<file path="config.mk">
export PLATFORM = sky130hd
export DESIGN_NAME = ram_arbiter_flat
export DESIGN_NICKNAME = d
export VERILOG_FILES = /design/src/rtl/msp_mem_pkg.sv /design/src/rtl/ram_arbiter_if.sv /design/src/rtl/ram_addr_check.sv /design/src/rtl/ram_arbiter.sv /design/src/flat_wrapper.sv
export SDC_FILE = /design/constraint.sdc
export NUM_CORES = 1
export LEC_CHECK = 0
export CORE_MARGIN = 5
export CORE_UTILIZATION = 49
export DETAILED_ROUTE_END_ITERATION = 7
export PLACE_DENSITY = 0.88
export SLEW_MARGIN = 20
export SYNTH_ARGS = -nofsm -noshare
export SYNTH_HDL_FRONTEND = slang
export SYNTH_SLANG_ARGS = --single-unit
</file>
<file path="constraint.sdc">
create_clock -name clk -period 6.9 [get_ports clk]
set_clock_uncertainty 0.05 [all_clocks]
set_input_delay 2.07 -clock clk [delete_from_list [all_inputs] [get_ports clk]]
set_output_delay 2.07 -clock clk [all_outputs]
set_load 0.02 [all_outputs]
</file>
<file path="src/rtl/msp_mem_pkg.sv">
// Shared memory-map definitions for the data RAM path: FSM and owner
// encodings, RAM window bounds, and the latched request record.
package msp_mem_pkg;

  typedef enum logic [1:0] {
    IDLE    = 2'd0,
    ACCESS  = 2'd1,
    WAIT_WD = 2'd2,
    RESP    = 2'd3
  } state_t;

  typedef enum logic {
    OWN_CPU = 1'b0,
    OWN_DMA = 1'b1
  } owner_t;

  localparam logic [15:0] RAM_BOUND_L = 16'h0200;
  localparam logic [15:0] RAM_BOUND_U = 16'h0400;

  typedef struct packed {
    logic [15:0] addr;
    logic [15:0] din;
    logic        rw;
    logic        bw;
  } mem_req_t;

endpackage

</file>
<file path="src/rtl/ram_arbiter_if.sv">
// Requester-side bus of the RAM arbiter; one instance per requester.
// Handshake: the requester raises req with addr/din/rw/bw stable and keeps
// them until it sees ack (one cycle, err/dout valid with it); it must drop or
// change req in that ack cycle, since a req still high afterwards is a new
// transaction.
interface ram_arbiter_if;
  logic        req;
  logic [15:0] addr;
  logic [15:0] din;
  logic        rw;
  logic        bw;
  logic        ack;
  logic        err;
  logic [15:0] dout;

  modport master (output req, addr, din, rw, bw, input ack, err, dout);
  modport slave  (input req, addr, din, rw, bw, output ack, err, dout);
endinterface

</file>
<file path="src/rtl/ram_addr_check.sv">
// Combinational range/alignment check of an absolute byte address against a
// RAM window, plus translation to the window-relative index.
module ram_addr_check
  import msp_mem_pkg::*;
#(
  parameter logic [15:0] BOUND_L = RAM_BOUND_L,
  parameter logic [15:0] BOUND_U = RAM_BOUND_U
) (
  input  logic [15:0] addr,
  input  logic        bw,
  output logic        err,
  output logic [15:0] idx
);

  always_comb begin
    err = 1'b0;
    if (addr < BOUND_L || addr >= BOUND_U) err = 1'b1;
    // A word access needs an even address and a second byte inside the window.
    if (!bw && (addr[0] || addr == BOUND_U - 16'd1)) err = 1'b1;
    idx = addr - BOUND_L;
  end

endmodule

</file>
<file path="src/rtl/ram_arbiter.sv">
// Shares the single-port data RAM between the CPU and DMA requesters: grants,
// checks, drives the RAM for one transaction at a time and acks the owner.
module ram_arbiter
  import msp_mem_pkg::*;
#(
  parameter logic [15:0] BOUND_L    = RAM_BOUND_L,
  parameter logic [15:0] BOUND_U    = RAM_BOUND_U,
  parameter int          MAX_HOLD   = 4,
  parameter int          WD_TIMEOUT = 4
) (
  input  logic          clk,
  input  logic          rst,
  ram_arbiter_if.slave  cpu,
  ram_arbiter_if.slave  dma,
  output logic [15:0]   ram_addr,
  output logic [15:0]   ram_Din,
  output logic          ram_RW,
  output logic          BW,
  input  logic          ram_write_done,
  input  logic [15:0]   ram_out,
  output state_t        dbg_state,
  output owner_t        dbg_owner
);

  localparam int HW = $clog2(MAX_HOLD + 1);
  localparam int WW = $clog2(WD_TIMEOUT + 1);

  state_t      state;
  state_t      state_nx;
  owner_t      owner;
  logic [HW-1:0] hold_cnt;
  logic [WW-1:0] wd_cnt;
  mem_req_t    lat;
  logic        resp_err;
  logic [15:0] addr_q;
  logic [15:0] din_q;
  logic        bw_q;
  logic [15:0] cpu_dout_q;
  logic [15:0] dma_dout_q;

  logic        chk_err;
  logic [15:0] chk_idx;
  logic        grant_cpu;
  logic        grant_dma;
  logic        ram_act;
  logic        wd_expired;
  logic [15:0] rd_data;

  ram_addr_check #(
    .BOUND_L (BOUND_L),
    .BOUND_U (BOUND_U)
  ) u_check (
    .addr (lat.addr),
    .bw   (lat.bw),
    .err  (chk_err),
    .idx  (chk_idx)
  );

  always_comb begin
    grant_cpu  = cpu.req && !(dma.req && hold_cnt == HW'(MAX_HOLD));
    grant_dma  = !grant_cpu && dma.req;
    ram_act    = (state == ACCESS) && !chk_err;
    wd_expired = (state == WAIT_WD) && !ram_write_done &&
                 (wd_cnt == WW'(WD_TIMEOUT - 1));
    rd_data    = lat.bw ? {8'h00, ram_out[7:0]} : ram_out;
    state_nx   = state;
    case (state)
      IDLE:    if (grant_cpu || grant_dma) state_nx = ACCESS;
      ACCESS:  state_nx = (ram_act && lat.rw) ? WAIT_WD : RESP;
      WAIT_WD: if (ram_write_done || wd_expired) state_nx = RESP;
      RESP:    state_nx = IDLE;
      default: state_nx = IDLE;
    endcase
  end

  always_ff @(posedge clk) begin
    if (rst) begin
      state      <= IDLE;
      owner      <= OWN_CPU;
      hold_cnt   <= '0;
      wd_cnt     <= '0;
      lat        <= '0;
      resp_err   <= 1'b0;
      addr_q     <= '0;
      din_q      <= '0;
      bw_q       <= 1'b0;
      cpu_dout_q <= '0;
      dma_dout_q <= '0;
    end else begin
      state <= state_nx;
      if (!dma.req) hold_cnt <= '0;
      case (state)
        IDLE: begin
          if (grant_cpu) begin
            owner <= OWN_CPU;
            lat   <= '{addr: cpu.addr, din: cpu.din, rw: cpu.rw, bw: cpu.bw};
            // A CPU grant with dma pending implies hold_cnt < MAX_HOLD, so this saturates.
            if (dma.req) hold_cnt <= hold_cnt + HW'(1);
          end else if (grant_dma) begin
            owner    <= OWN_DMA;
            lat      <= '{addr: dma.addr, din: dma.din, rw: dma.rw, bw: dma.bw};
            hold_cnt <= '0;
          end
        end
        ACCESS: begin
          resp_err <= chk_err;
          wd_cnt   <= '0;
          if (ram_act) begin
            addr_q <= chk_idx;
            din_q  <= lat.din;
            bw_q   <= lat.bw;
            if (!lat.rw) begin
              if (owner == OWN_CPU) cpu_dout_q <= rd_data;
              else                  dma_dout_q <= rd_data;
            end
          end
        end
        WAIT_WD: begin
          wd_cnt <= wd_cnt + WW'(1);
          if (wd_expired) resp_err <= 1'b1;
        end
        default: ;
      endcase
    end
  end

  // RAM lines show the live request in ACCESS and otherwise hold the last one.
  assign ram_addr = ram_act ? chk_idx : addr_q;
  assign ram_Din  = ram_act ? lat.din : din_q;
  assign BW       = ram_act ? lat.bw  : bw_q;
  assign ram_RW   = ram_act && lat.rw;

  assign cpu.ack  = (state == RESP) && (owner == OWN_CPU);
  assign dma.ack  = (state == RESP) && (owner == OWN_DMA);
  assign cpu.err  = cpu.ack && resp_err;
  assign dma.err  = dma.ack && resp_err;
  assign cpu.dout = cpu_dout_q;
  assign dma.dout = dma_dout_q;

  assign dbg_state = state;
  assign dbg_owner = owner;

endmodule

</file>
<file path="src/flat_wrapper.sv">
// flat-port wrapper written by rule: the top's interface ports become plain ports
module ram_arbiter_flat import msp_mem_pkg::*;
#(
  parameter logic [15:0] BOUND_L    = RAM_BOUND_L,
  parameter logic [15:0] BOUND_U    = RAM_BOUND_U,
  parameter int          MAX_HOLD   = 4,
  parameter int          WD_TIMEOUT = 4
)
  (clk, rst, ram_addr, ram_Din, ram_RW, BW, ram_write_done, ram_out, dbg_state, dbg_owner, cpu_req, cpu_addr, cpu_din, cpu_rw, cpu_bw, cpu_ack, cpu_err, cpu_dout, dma_req, dma_addr, dma_din, dma_rw, dma_bw, dma_ack, dma_err, dma_dout);
  ram_arbiter_if cpu_i ();
  ram_arbiter_if dma_i ();
  input  logic clk;
  input  logic rst;
  output logic [15:0] ram_addr;
  output logic [15:0] ram_Din;
  output logic ram_RW;
  output logic BW;
  input  logic ram_write_done;
  input  logic [15:0] ram_out;
  output state_t dbg_state;
  output owner_t dbg_owner;
  input wire logic [$bits(cpu_i.req)-1:0] cpu_req;
  input wire logic [$bits(cpu_i.addr)-1:0] cpu_addr;
  input wire logic [$bits(cpu_i.din)-1:0] cpu_din;
  input wire logic [$bits(cpu_i.rw)-1:0] cpu_rw;
  input wire logic [$bits(cpu_i.bw)-1:0] cpu_bw;
  output wire logic [$bits(cpu_i.ack)-1:0] cpu_ack;
  output wire logic [$bits(cpu_i.err)-1:0] cpu_err;
  output wire logic [$bits(cpu_i.dout)-1:0] cpu_dout;
  input wire logic [$bits(dma_i.req)-1:0] dma_req;
  input wire logic [$bits(dma_i.addr)-1:0] dma_addr;
  input wire logic [$bits(dma_i.din)-1:0] dma_din;
  input wire logic [$bits(dma_i.rw)-1:0] dma_rw;
  input wire logic [$bits(dma_i.bw)-1:0] dma_bw;
  output wire logic [$bits(dma_i.ack)-1:0] dma_ack;
  output wire logic [$bits(dma_i.err)-1:0] dma_err;
  output wire logic [$bits(dma_i.dout)-1:0] dma_dout;
  assign cpu_i.req = cpu_req;
  assign cpu_i.addr = cpu_addr;
  assign cpu_i.din = cpu_din;
  assign cpu_i.rw = cpu_rw;
  assign cpu_i.bw = cpu_bw;
  assign cpu_ack = cpu_i.ack;
  assign cpu_err = cpu_i.err;
  assign cpu_dout = cpu_i.dout;
  assign dma_i.req = dma_req;
  assign dma_i.addr = dma_addr;
  assign dma_i.din = dma_din;
  assign dma_i.rw = dma_rw;
  assign dma_i.bw = dma_bw;
  assign dma_ack = dma_i.ack;
  assign dma_err = dma_i.err;
  assign dma_dout = dma_i.dout;
  ram_arbiter #(.BOUND_L(BOUND_L), .BOUND_U(BOUND_U), .MAX_HOLD(MAX_HOLD), .WD_TIMEOUT(WD_TIMEOUT)) u_core (.clk(clk), .rst(rst), .cpu(cpu_i), .dma(dma_i), .ram_addr(ram_addr), .ram_Din(ram_Din), .ram_RW(ram_RW), .BW(BW), .ram_write_done(ram_write_done), .ram_out(ram_out), .dbg_state(dbg_state), .dbg_owner(dbg_owner));
endmodule
</file>
After elaboration in Yosys (flattened, before gate mapping)
Index checks and enable logic that the tools add are counted.
W data, S select, Z words.

cells by class
  $add $sub $neg = 3
  magnitude comparators = 2
  eq/ne operators = 9
  muxes and demuxes = 22
  bitwise gates (word level) = 2
  reductions and logical operators = 29

operators by type and width
  kind                      number
  $mux W34                  2
  $mux W16                  3
  $eq A16 B10 Y1 const B    1
  $ge A16 B11 Y1 const B    1
  $lt A16 B10 Y1 const B    1
  $sub A16 B10 Y16 const B  1
  $mux W3                   5
  $logic_and A1 B1 Y1       12
  $pmux W2 S4               1
  $reduce_and A4 Y1         2
  $mux W1                   7
  $add A3 B1 Y3 const B     2
  $pmux W3 S2               1
  $reduce_and A2 Y1         3
  $logic_not A1 Y1          5
  $eq A2 B2 Y1 const B      2
  $logic_or A1 B1 Y1        4
  $mux W2                   2
  $ne A2 B1 Y1 const B      2
  $reduce_bool A2 Y1        2
  $eq A3 B2 Y1 const B      1
  $eq A3 B3 Y1 const B      1
  $eq A2 B1 Y1 const B      1
  $logic_not A2 Y1          1
  other kinds (3)           4

word-level totals
  flip-flop bits (word level) = 109
  bits of input ports = 89
  output and inout port bits = 73
  logic and storage cells = 81

Logic depth before layout (Yosys ltp)
  word-level depth = 9
  mapped depth = 8
  depth with buffers taken out = 6

Hierarchy
From an unflattened synthesis, not the netlist that was laid out.

second synthesis, totals
  cell total of the unflattened synthesis = 556
  area, all modules = 5029.8 µm²

modules (own cells, without submodules)
  module          instances  cells each  area each (µm²)  sequential area each (µm²)
  ram_arbiter     1          528         4847.1           2182.1
  ram_addr_check  1          28          182.7            0.0

Least setup slack after synthesis
No wires, ideal clock.

  kind = flip-flop to output port
  from = register u_core.state[1], in the netlist u_core.dbg_state[1]
  to = output ram_addr[10]
  data arrival time = 1.872 ns
  required time = 4.780 ns
  slack = 2.908 ns
  stages on the path, launching flop included = 8
  path buffers = 2
  cells stage by stage = dfxtp_1 -> inv_1 -> ha_1 -> and4bb_4 -> and3_1 -> buf_6 -> buf_4 -> a21oi_1

between the ends
  longest elaborated chain between the ends = 3

RTL lines
  item                    line                RTL
  start, declared         ram_arbiter.sv:28   state_t state;
  start signal, assigned  ram_arbiter.sv:90   state <= state_nx;
  $eq A2 B1 Y1            ram_arbiter.sv:62   ram_act = (state == ACCESS) && !chk_err;
  $logic_and A1 B1 Y1     ram_arbiter.sv:62
  $mux W16                ram_arbiter.sv:128  assign ram_addr = ram_act ? chk_idx : addr_q;
  end, declared           flat_wrapper.sv:14  output logic [15:0] ram_addr;

Every way passes these cells.

Worst setup path after layout
  from = register u_core.state[1], in the netlist u_core.dbg_state[1]
  to = output BW

between the ends
  longest elaborated chain between the ends = 3

RTL lines
  item                 line                RTL
  $eq A2 B1 Y1         ram_arbiter.sv:62
  $logic_and A1 B1 Y1  ram_arbiter.sv:62
  $mux W1              ram_arbiter.sv:130  assign BW = ram_act ? lat.bw : bw_q;
  end, declared        flat_wrapper.sv:17  output logic BW;

Every way passes these cells.

==> results by group <==
Detailed routing
  – Iter 0 DRT Violations: 211
  – Vias post-DR: 4028
  – Drt pass-1 iters: 4
  – DR vias/cell: 5.22
  – Wire length per cell: 16.7 um
  – Post-route antenna net violation count: 0
  – Residual DRC: 0
  – Drt total wl: 12.9 mm

Floorplanning
  – Top Ports: 162
  – Die width: 109 um
  – Core footprint: 0.00964 mm^2
  – Row Count: 36
  – Die footprint: 0.0118 mm^2
  – Starting Density: 49.6%
  – Die Y: 109 um

Worst setup path
  – Crit path max fanout: 32
  – WP data arrival: 3180 ps
  – Crit start category: register
  – CP required: 4780 ps
  – Crit end category: primary output
  – Type of the worst setup path: register to primary output

Clocking
  – H-tree levels: 3
  – Root Buffer: clkbuf_8
  – Clk_lat worst skew: 360 ps
  – Total clock sinks: 109
  – CTS Buf Count: 9
  – Setup Fix Bufs, Post-CTS: 0
  – Post_cts resized: 0
  – Max Root-Sink Buffers: 2
  – CTS tree: done
  – Cts hold-fix bufs: 0
  – Worst-path clk slew: 90 ps

Global routing
  – Gr ovfl total: 0
  – Largest net degree at the start of global routing: 60
  – First-pass GRT wire length: 20.3 mm
  – Initial antenna violation count: 0
  – Global Route Usage Sum: 21.8%
  – Vias in the first global route: 4145

Yosys
  – Commonest cells post-synth: 109 x dfxtp_1, 79 x nor2_1, 71 x nand2_1
  – Mapped Cells: 496
  – Mean Syn Cell Area: 9.64 um^2
  – Post-Syn Area: 0.00478 mm^2
  – Most common cell in the synthesized netlist: dfxtp_1
  – Synth Register Bits: 109
  – Async SR Flop Fraction: 0%
  – Yosys top cell area share: 45.6%
  – Syn_nets: 595
  – Cell variety after synth: 38
  – Top FF cell, synth: dfxtp_1
  – Yosys top cell by area: dfxtp_1
  – Sequential share of the synthesized area: 45.6%
  – Synthesis warning total: 0
  – Post-synth EDFFs: 0
  – Synth area leaders: dfxtp_1 46%, mux2i_1 6.9%, mux2_4 6.3%, a311oi_1 6.2%, nor2_1 6.2%

Power and ir drop
  – Power Total: 1.68 mW
  – P per Cell Area: 256 mW/mm^2
  – Leakage: 2.61 nW
  – Peak VDD IR: 0.213 mV

Timing
  – Final setup TNS: 0 ps
  – Minimum clock period: 5300 ps
  – Setup Viol. Count Final: 0
  – Tightest Pin Transition: 996 ps
  – Final hold violations: 0
  – Slew Limit Fails: 0
  – RSZ-0062 raised after global routing: no
  – Fmax: 189 MHz
  – Fin worst setup slack: 1600 ps
  – Tcrit/Tclk final: 76.8%
  – Max_slew headroom: 33.6%

Placed design
  – HPWL Detailed: 9.26 mm
  – Routability Congestion: 0.824
  – Dpl cells: 757
  – Post-Place Setup Slack: 1980 ps
  – PortBufs: 161

Final layout
  – N_diodes: 0
  – Area grow syn2layout: 37.2%
  – Share of layout cells above drive strength 1: 9.40%
  – Layout Nets: 734
  – Fin cells: 771

Min path
  – Worst Hold Class: register to register

Outcome
  – Outcome: finished clean

Flow run
  – Max-cap violation count: 0
worst paths after layout:
path                        from           endpoint  depth (start not counted)  slack [ps]
min            u_core.addr_q[14]  u_core.addr_q[14]                          1         430
max          u_core.dbg_state[1]                 BW                          6        1600
min reg2reg    u_core.addr_q[14]  u_core.addr_q[14]                          1         430
max reg2reg  u_core.dbg_state[0]     u_core.lat[21]                          6        4310
cell families (layout without fill, tap and decap cells):
group / count (synthesis) / in the layout / synth area share [%]
buffers and inverters: 44 / 186 / 4.73
muxes: 60 / 60 / 14.8
xor gates and xnor gates: 1 / 1 / 0.183
AOI/OAI and AO/OA: 50 / 50 / 8.27
adders and majority gates: 10 / 10 / 2.62
and+or+nand+nor: 222 / 222 / 23.8
DFF: 109 / 109 / 45.6
cell usage in the layout, fill, tap and decap left out, drive strengths merged, types with 10 or more instances in the layout:
master | netlist | routed
a311oi | 34 | 34
and2b | 10 | 10
clkbuf | 23 | 12
clkdlybuf4s50 | 0 | 160
dfxtp | 109 | 109
ha | 10 | 10
mux2 | 27 | 27
mux2i | 33 | 33
nand2 | 71 | 71
nor2 | 79 | 79
nor2b | 30 | 30
power breakdown:
| group | switching [mW] | internal (mW) |
|---|---|---|
| logic | 0.291 | 0.245 |
| registers | 0.0762 | 0.725 |
| clock network | 0.197 | 0.146 |
worst max-delay path: stages, from the launching register on:
cell and delay, ps:
dfxtp_1 370, inv_1 120, ha_1 220, and4bb_4 290, and3_2 840, mux2_2 420
clkdlybuf4s50_1 560
sequential cells by signal (all words and copies together), names as in the netlist, 2 cells and up:
| signal | flops |
|---|---|
| u_core.dbg_state | 2 |
| u_core.addr_q | 16 |
| u_core.hold_cnt | 3 |
| u_core.wd_cnt | 3 |
| u_core.din_q | 16 |
| u_core.cpu.dout | 16 |
| u_core.dma.dout | 16 |
| u_core.lat | 34 |
layer usage:
metal | track usage [%] | share of wire [%] | vias up
li1 | - | - | 1945
met1 | 26.0 | 42 | 1922
met2 | 37.9 | 51 | 124
met3 | 2.84 | 3.2 | 37
met4 | 12.1 | 3.9 | 0
met5 | 0 | 0 | -
area by class of cell:
cell class                 instances  area, um^2
clock buffer                      12         155
clock inverter                     2        10.0
fill                             766        3080
inverter                           8        30.0
multi-input combinational        343        2390
sequential                       109        2180
tap                              133         166
timing repair buffer             164        1630
stage by stage:
step | utilization [%] | hold slack [ps] | instance area (um^2)
2_1_floorplan | - | 393 | 4780
3_3_place_gp | 66.3 | 402 | 6390
3_5_place_dp | 66.4 | 416 | 6400
4_1_cts | 68.1 | 431 | 6560
5_1_grt | 68.1 | 443 | 6560
6_report | 68.1 | 426 | 6560
(Power assumes the default switching activity.)
